File: src/rtl/multi_clock_divider_if.sv
// Control and status bundle for multi_clock_divider: per-channel enables,
// modes, divisor load port, global sync, and the divided outputs.
interface multi_clock_divider_if #(
    parameter int unsigned NUM_CH = 4,
    parameter int unsigned CNT_W  = 16
);
    logic [NUM_CH-1:0]       en;
    logic [NUM_CH-1:0]       mode;
    logic [NUM_CH*CNT_W-1:0] div_in;
    logic [NUM_CH-1:0]       div_load;
    logic                    sync_clr;
    logic [NUM_CH-1:0]       div_busy;
    logic [NUM_CH-1:0]       tick;
    logic [NUM_CH-1:0]       clk_out;

    modport master (
        output en, mode, div_in, div_load, sync_clr,
        input  div_busy, tick, clk_out
    );

    modport slave (
        input  en, mode, div_in, div_load, sync_clr,
        output div_busy, tick, clk_out
    );
endinterface

File: src/rtl/multi_clock_divider.sv
// NUM_CH independent programmable clock dividers / tick generators with
// glitch-free divisor reload at the period boundary and a global realign.
module multi_clock_divider #(
    parameter int unsigned NUM_CH      = 4,
    parameter int unsigned CNT_W       = 16,
    parameter int unsigned DEFAULT_DIV = 25000
) (
    input  logic                   clk_in,
    input  logic                   rst_n,
    multi_clock_divider_if.slave   bus
);
    typedef logic [CNT_W-1:0] cnt_t;

    function automatic cnt_t clamp_div(input cnt_t v);
        return (v < cnt_t'(2)) ? cnt_t'(2) : v;
    endfunction

    localparam cnt_t DEF_DIV = (DEFAULT_DIV < 2) ? cnt_t'(2) : cnt_t'(DEFAULT_DIV);

    logic [NUM_CH-1:0] busy_v;
    logic [NUM_CH-1:0] tick_v;
    logic [NUM_CH-1:0] clk_v;

    for (genvar g = 0; g < NUM_CH; g++) begin : g_ch
        cnt_t cnt_q, cnt_d;
        cnt_t div_act_q, div_act_d;
        cnt_t div_pend_q, div_pend_d;
        logic busy_q, busy_d;
        logic tick_q, tick_d;
        logic clk_q, clk_d;

        cnt_t load_val;
        cnt_t cnt_nxt;
        logic wrap;

        assign load_val = clamp_div(bus.div_in[g*CNT_W +: CNT_W]);
        assign wrap     = (cnt_q == div_act_q - cnt_t'(1));
        assign cnt_nxt  = wrap ? '0 : cnt_q + cnt_t'(1);

        always_comb begin
            cnt_d      = cnt_q;
            div_act_d  = div_act_q;
            div_pend_d = div_pend_q;
            busy_d     = busy_q;
            tick_d     = 1'b0;
            clk_d      = clk_q;
            if (bus.sync_clr) begin
                cnt_d  = '0;
                clk_d  = 1'b0;
                busy_d = 1'b0;
                if (bus.div_load[g]) begin
                    div_act_d  = load_val;
                    div_pend_d = load_val;
                end else if (busy_q) begin
                    div_act_d = div_pend_q;
                end
            end else if (!bus.en[g]) begin
                // Idle channel takes a new divisor immediately and restarts its period.
                if (bus.div_load[g]) begin
                    div_act_d  = load_val;
                    div_pend_d = load_val;
                    cnt_d      = '0;
                    clk_d      = 1'b0;
                    busy_d     = 1'b0;
                end
            end else begin
                cnt_d  = cnt_nxt;
                tick_d = wrap;
                if (wrap) begin
                    busy_d = 1'b0;
                    if (bus.div_load[g]) begin
                        div_act_d  = load_val;
                        div_pend_d = load_val;
                    end else if (busy_q) begin
                        div_act_d = div_pend_q;
                    end
                end else if (bus.div_load[g]) begin
                    div_pend_d = load_val;
                    busy_d     = 1'b1;
                end
                // On wrap cnt_nxt is 0, so the square output always falls with tick.
                clk_d = bus.mode[g] ? wrap
                                    : (cnt_nxt >= div_act_q - (div_act_q >> 1));
            end
        end

        always_ff @(posedge clk_in or negedge rst_n) begin
            if (!rst_n) begin
                cnt_q      <= '0;
                div_act_q  <= DEF_DIV;
                div_pend_q <= DEF_DIV;
                busy_q     <= 1'b0;
                tick_q     <= 1'b0;
                clk_q      <= 1'b0;
            end else begin
                cnt_q      <= cnt_d;
                div_act_q  <= div_act_d;
                div_pend_q <= div_pend_d;
                busy_q     <= busy_d;
                tick_q     <= tick_d;
                clk_q      <= clk_d;
            end
        end

        assign busy_v[g] = busy_q;
        assign tick_v[g] = tick_q;
        assign clk_v[g]  = clk_q;
    end

    assign bus.div_busy = busy_v;
    assign bus.tick     = tick_v;
    assign bus.clk_out  = clk_v;
endmodule

File: src/flat_wrapper.sv
// flat-port wrapper written by rule: the top's interface ports become plain ports
module multi_clock_divider_flat 
#(
    parameter int unsigned NUM_CH      = 4,
    parameter int unsigned CNT_W       = 16,
    parameter int unsigned DEFAULT_DIV = 25000
)
  (clk_in, rst_n, bus_en, bus_mode, bus_div_in, bus_div_load, bus_sync_clr, bus_div_busy, bus_tick, bus_clk_out);
  multi_clock_divider_if #(.NUM_CH(NUM_CH), .CNT_W(CNT_W)) bus_i ();
  input  logic clk_in;
  input  logic rst_n;
  input wire logic [$bits(bus_i.en)-1:0] bus_en;
  input wire logic [$bits(bus_i.mode)-1:0] bus_mode;
  input wire logic [$bits(bus_i.div_in)-1:0] bus_div_in;
  input wire logic [$bits(bus_i.div_load)-1:0] bus_div_load;
  input wire logic [$bits(bus_i.sync_clr)-1:0] bus_sync_clr;
  output wire logic [$bits(bus_i.div_busy)-1:0] bus_div_busy;
  output wire logic [$bits(bus_i.tick)-1:0] bus_tick;
  output wire logic [$bits(bus_i.clk_out)-1:0] bus_clk_out;
  assign bus_i.en = bus_en;
  assign bus_i.mode = bus_mode;
  assign bus_i.div_in = bus_div_in;
  assign bus_i.div_load = bus_div_load;
  assign bus_i.sync_clr = bus_sync_clr;
  assign bus_div_busy = bus_i.div_busy;
  assign bus_tick = bus_i.tick;
  assign bus_clk_out = bus_i.clk_out;
  multi_clock_divider #(.NUM_CH(NUM_CH), .CNT_W(CNT_W), .DEFAULT_DIV(DEFAULT_DIV)) u_core (.clk_in(clk_in), .rst_n(rst_n), .bus(bus_i));
endmodule
File: config.mk
export PLATFORM = sky130hd
export DESIGN_NAME = multi_clock_divider_flat
export DESIGN_NICKNAME = d
export VERILOG_FILES = /design/src/rtl/multi_clock_divider_if.sv /design/src/rtl/multi_clock_divider.sv /design/src/flat_wrapper.sv
export SDC_FILE = /design/constraint.sdc
export NUM_CORES = 1
export LEC_CHECK = 0
export ABC_AREA = 1
export CAP_MARGIN = 20
export CORE_MARGIN = 1
export CORE_UTILIZATION = 60
export CTS_CLUSTER_SIZE = 8
export DETAILED_ROUTE_END_ITERATION = 10
export PLACE_DENSITY = 0.89
export SYNTH_ARGS = -nofsm -noshare
export SYNTH_HDL_FRONTEND = slang
export SYNTH_SLANG_ARGS = --single-unit
File: constraint.sdc
create_clock -name clk_in -period 6.6 [get_ports clk_in]
set_clock_uncertainty 0.1 [all_clocks]
set_input_delay 0.66 -clock clk_in [delete_from_list [all_inputs] [get_ports clk_in]]
set_output_delay 0.66 -clock clk_in [all_outputs]
set_load 0.01 [all_outputs]
==> flow_summary_export.csv <==
group,metric,value,unit
run_status,status,"finished, violations left",
run_status,violations,"DRC",
yosys,synth_seq_cells,204,
worst_setup_path,cp_data_required_time,6.93,ns
floorplanning,core_area,0.0310,mm²
timing,hold_viol,0,
detailed_routing,routedWlPerCell,15.4,µm
yosys,synth_cell_types,46,
detailed_routing,vias_per_cell,5.54,
clock_tree,cts_resized,0,
timing,relSlewSlack,0.306,
detailed_routing,drt_pass1_iterations,8,
pwr,p_int,2.94,mW
global_route,grt_pass1_vias,17848,
clock_tree,cts_max_path_buffers,3,
timing,setup_violations,0,
worst_setup_path,critical-path-top-delay-family,"simple AND/OR/NAND/NOR gates",
floorplanning,rows,64,
yosys,syn_inst,2837,
pwr,pwr-share-clk,0.283,
clock_tree,postCtsSetupRepairBufs,0,
global_route,antenna_found_initial,0,
worst_setup_path,crit_type,"flip-flop to flip-flop",
finish,drive_gt1_frac,0.0478,
global_route,grtUsageTotal,0.312,
detailed_routing,met3WireLength,2.80,mm
pwr,switching_share,0.403,
pwr,pwr_density_cell,234,mW/mm²
worst_setup_path,cp_slowest_stage_delay,0.53,ns
detailed_routing,num_vias,18308,
worst_setup_path,critPathMaxFanout,20,
timing,fmax,252,MHz
detailed_routing,wl_met1,22.6,mm
yosys,avgSynthCellArea,6.73,µm²
floorplanning,start_util,0.617,
floorplanning,ios,91,
clock_tree,clock_latency,0.56,ns
detailed_routing,wirelength,50.9,mm
worst_hold_path,hold_path_class,"input pin to asynchronous set/reset pin",
yosys,synth_edf_count,0,
detailed_routing,route.met2.wl,24.2,mm
finish,utilization,0.679,
global_route,grt_first_pass_wirelength,85.2,mm
detailed_routing,drt_iter0_drc,1316,
worst_setup_path,crit_arrival,4.31,ns
yosys,async_flop_share,1.00,
worst_setup_path,path_buf_inv,3,
timing,period_share,0.602,
pwr,p_switching,1.99,mW
detailed_routing,top_layer_used,"met4",
finish,area_growth,10.1,%
pwr,cellLeakagePower,11.5,nW
job,maxCapViolCount,0,
worst_setup_path,crit_top_cell,"nand2_1",
detailed_routing,drcViolationCount,1,
worst_setup_path,end_kind,"flip-flop",
finish,diodes,0,
global_route,overflow,0,
placement,portBuffers,90,
clock_tree,numClockSinks,204,
pwr,peakVddDrop,0.000197,V
yosys,yosys_warnings,0,
yosys,syn_area,0.0191,mm²
clock_tree,numCtsBuffers,29,
floorplanning,dieWidth,180,µm
timing,slew_viol_final,0,
timing,worst_pin_slew,1.04,ns
yosys,synth_flop_cell,"dfrtp_1",
finish,nNetsFinal,3162,
global_route,grt_max_degree,90,
yosys,ys_seq_area_frac,0.270,
floorplanning,die_area,0.0326,mm²
clock_tree,path_clk_slew,0.06,ns
clock_tree,hold_buffers,0,
clock_tree,cts_root_buffer,"clkbuf_16",
timing,min_period,3.97,ns
pwr,p_seq_frac,0.305,
pwr,p_comb_frac,0.412,
worst_setup_path,crit_start,"u_core.g_ch[2].div_act_q[2]",
placement,gp_congestion,0.965,
detailed_routing,antenna_left,0,
clock_tree,cts_tree,"yes",
finish,fillers,2656,
worst_setup_path,cp-start-kind,"flip-flop",
clock_tree,cts_max_level,1,
floorplanning,die_h,180,µm
timing,finalSetupTns,0,ns
worst_setup_path,r2r-start,"u_core.g_ch[2].div_act_q[2]",
placement,dpl.hpwl,38.7,mm
yosys,synth_fp_nets,3112,
worst_setup_path,slowest_stage,"nand3_1",
timing,rsz0062_at_grt,"no",
[registers in the layout (all words and copies together), names as in the netlist]
signal / cells
u_core.g_ch.busy_q: 4
u_core.g_ch.clk_q: 4
u_core.g_ch.cnt_q: 64
u_core.g_ch.div_act_q: 64
u_core.g_ch.div_pend_q: 64
u_core.g_ch.tick_q: 4
[layer usage]
layer / vias to the layer above / track usage
met5: - / 0
met4: 0 / 0.0940
met3: 109 / 0.0317
met2: 630 / 0.543
met1: 8434 / 0.408
li1: 9135 / -
[cell type report]
| class | count | area [µm²] | area share |
|---|---|---|---|
| clock buffers | 53 | 816 | 0.0388 |
| inverters | 452 | 1700 | 0.0807 |
| multi-input cells | 2097 | 11800 | 0.563 |
| flip-flops and latches | 204 | 5160 | 0.246 |
| well taps | 396 | 495 | 0.0236 |
| repair buffers | 103 | 1030 | 0.0490 |
[power groups by stage]
stage          Sequential, mW  Clock, mW  Combinational [mW]
2_1_floorplan            1.48          0                1.50
3_3_place_gp             1.51          0                1.93
3_5_place_dp             1.52          0                1.99
4_1_cts                  1.50       1.41                2.01
5_1_grt                  1.52       1.47                2.31
6_report                 1.50       1.39                2.03
[per-stage QoR]
stage,hold slack [ns],area (µm²),cells,worst slack [ns],power [mW]
3_3_place_gp,0.352,20200,3249,2.82,3.44
2_1_floorplan,0.264,19100,2837,3.44,2.98
3_5_place_dp,0.355,20200,3249,2.70,3.51
6_report,0.0483,21000,3305,2.63,4.93
5_1_grt,0.107,21000,3305,2.25,5.29
4_1_cts,0.0772,21000,3302,2.69,4.91
[path summary, 6_finish.rpt]
kind	to	cells past startpoint	slack (ns)
min in group clk_in	u_core.g_ch[1].div_pend_q[13]	2	0.36
worst max register to register	u_core.g_ch[2].clk_q	30	2.63
worst max-delay path	u_core.g_ch[2].clk_q	30	2.63
max in group asynchronous	u_core.g_ch[1].div_act_q[3]	3	5.06
worst min-delay path	u_core.g_ch[3].div_pend_q[12]	1	0.05
worst min register to register	u_core.g_ch[1].div_pend_q[13]	2	0.36
[Yosys cell counts (all sizes together) (26+ instances only)]
| cell type | n | share of area |
|---|---|---|
| nand4 | 28 | 0.0092 |
| o21ai | 178 | 0.047 |
| xor2 | 121 | 0.056 |
| nand2 | 831 | 0.17 |
| o211ai | 57 | 0.022 |
| nand3 | 208 | 0.055 |
| inv | 449 | 0.088 |
| dfstp | 48 | 0.066 |
| xnor2 | 32 | 0.015 |
| a21oi | 113 | 0.030 |
| nor2 | 218 | 0.047 |
| ha | 192 | 0.13 |
| clkbuf | 53 | 0.011 |
| dfrtp | 156 | 0.20 |
| nor3 | 26 | 0.0071 |
| buf | 31 | 0.012 |
[cells by family (layout without fill, tap and decap cells)]
| kind of cell | count (synthesis) | after routing | synth area share |
|---|---|---|---|
| and+or+nand+nor | 1341 | 1341 | 0.298 |
| buffers and inverters | 536 | 608 | 0.111 |
| AOI/OAI and AO/OA | 407 | 407 | 0.120 |
| DFF | 204 | 204 | 0.270 |
| adders and majority gates | 196 | 196 | 0.130 |
| xor gates and xnor gates | 153 | 153 | 0.0705 |
[layout by cell type (no fill, tap or decap), types with 8 or more instances in the layout]
cell type	instances
nor2_1	203
and2_1	8
a21oi_1	109
xnor2_1	32
dfrtp_1	156
o211ai_1	57
nor3_1	25
nand3b_1	12
nor2_2	9
clkdlybuf4s50_1	89
nand4_1	28
ha_1	192
clkbuf_16	29
o22ai_1	24
inv_1	444
o21ai_0	178
nand3_1	206
o21bai_1	9
dfstp_2	48
nand2_1	815
xor2_1	120
buf_4	10
nand2_4	8
clkbuf_1	24
No activity file was read; power rests on OpenSTA's default activity.
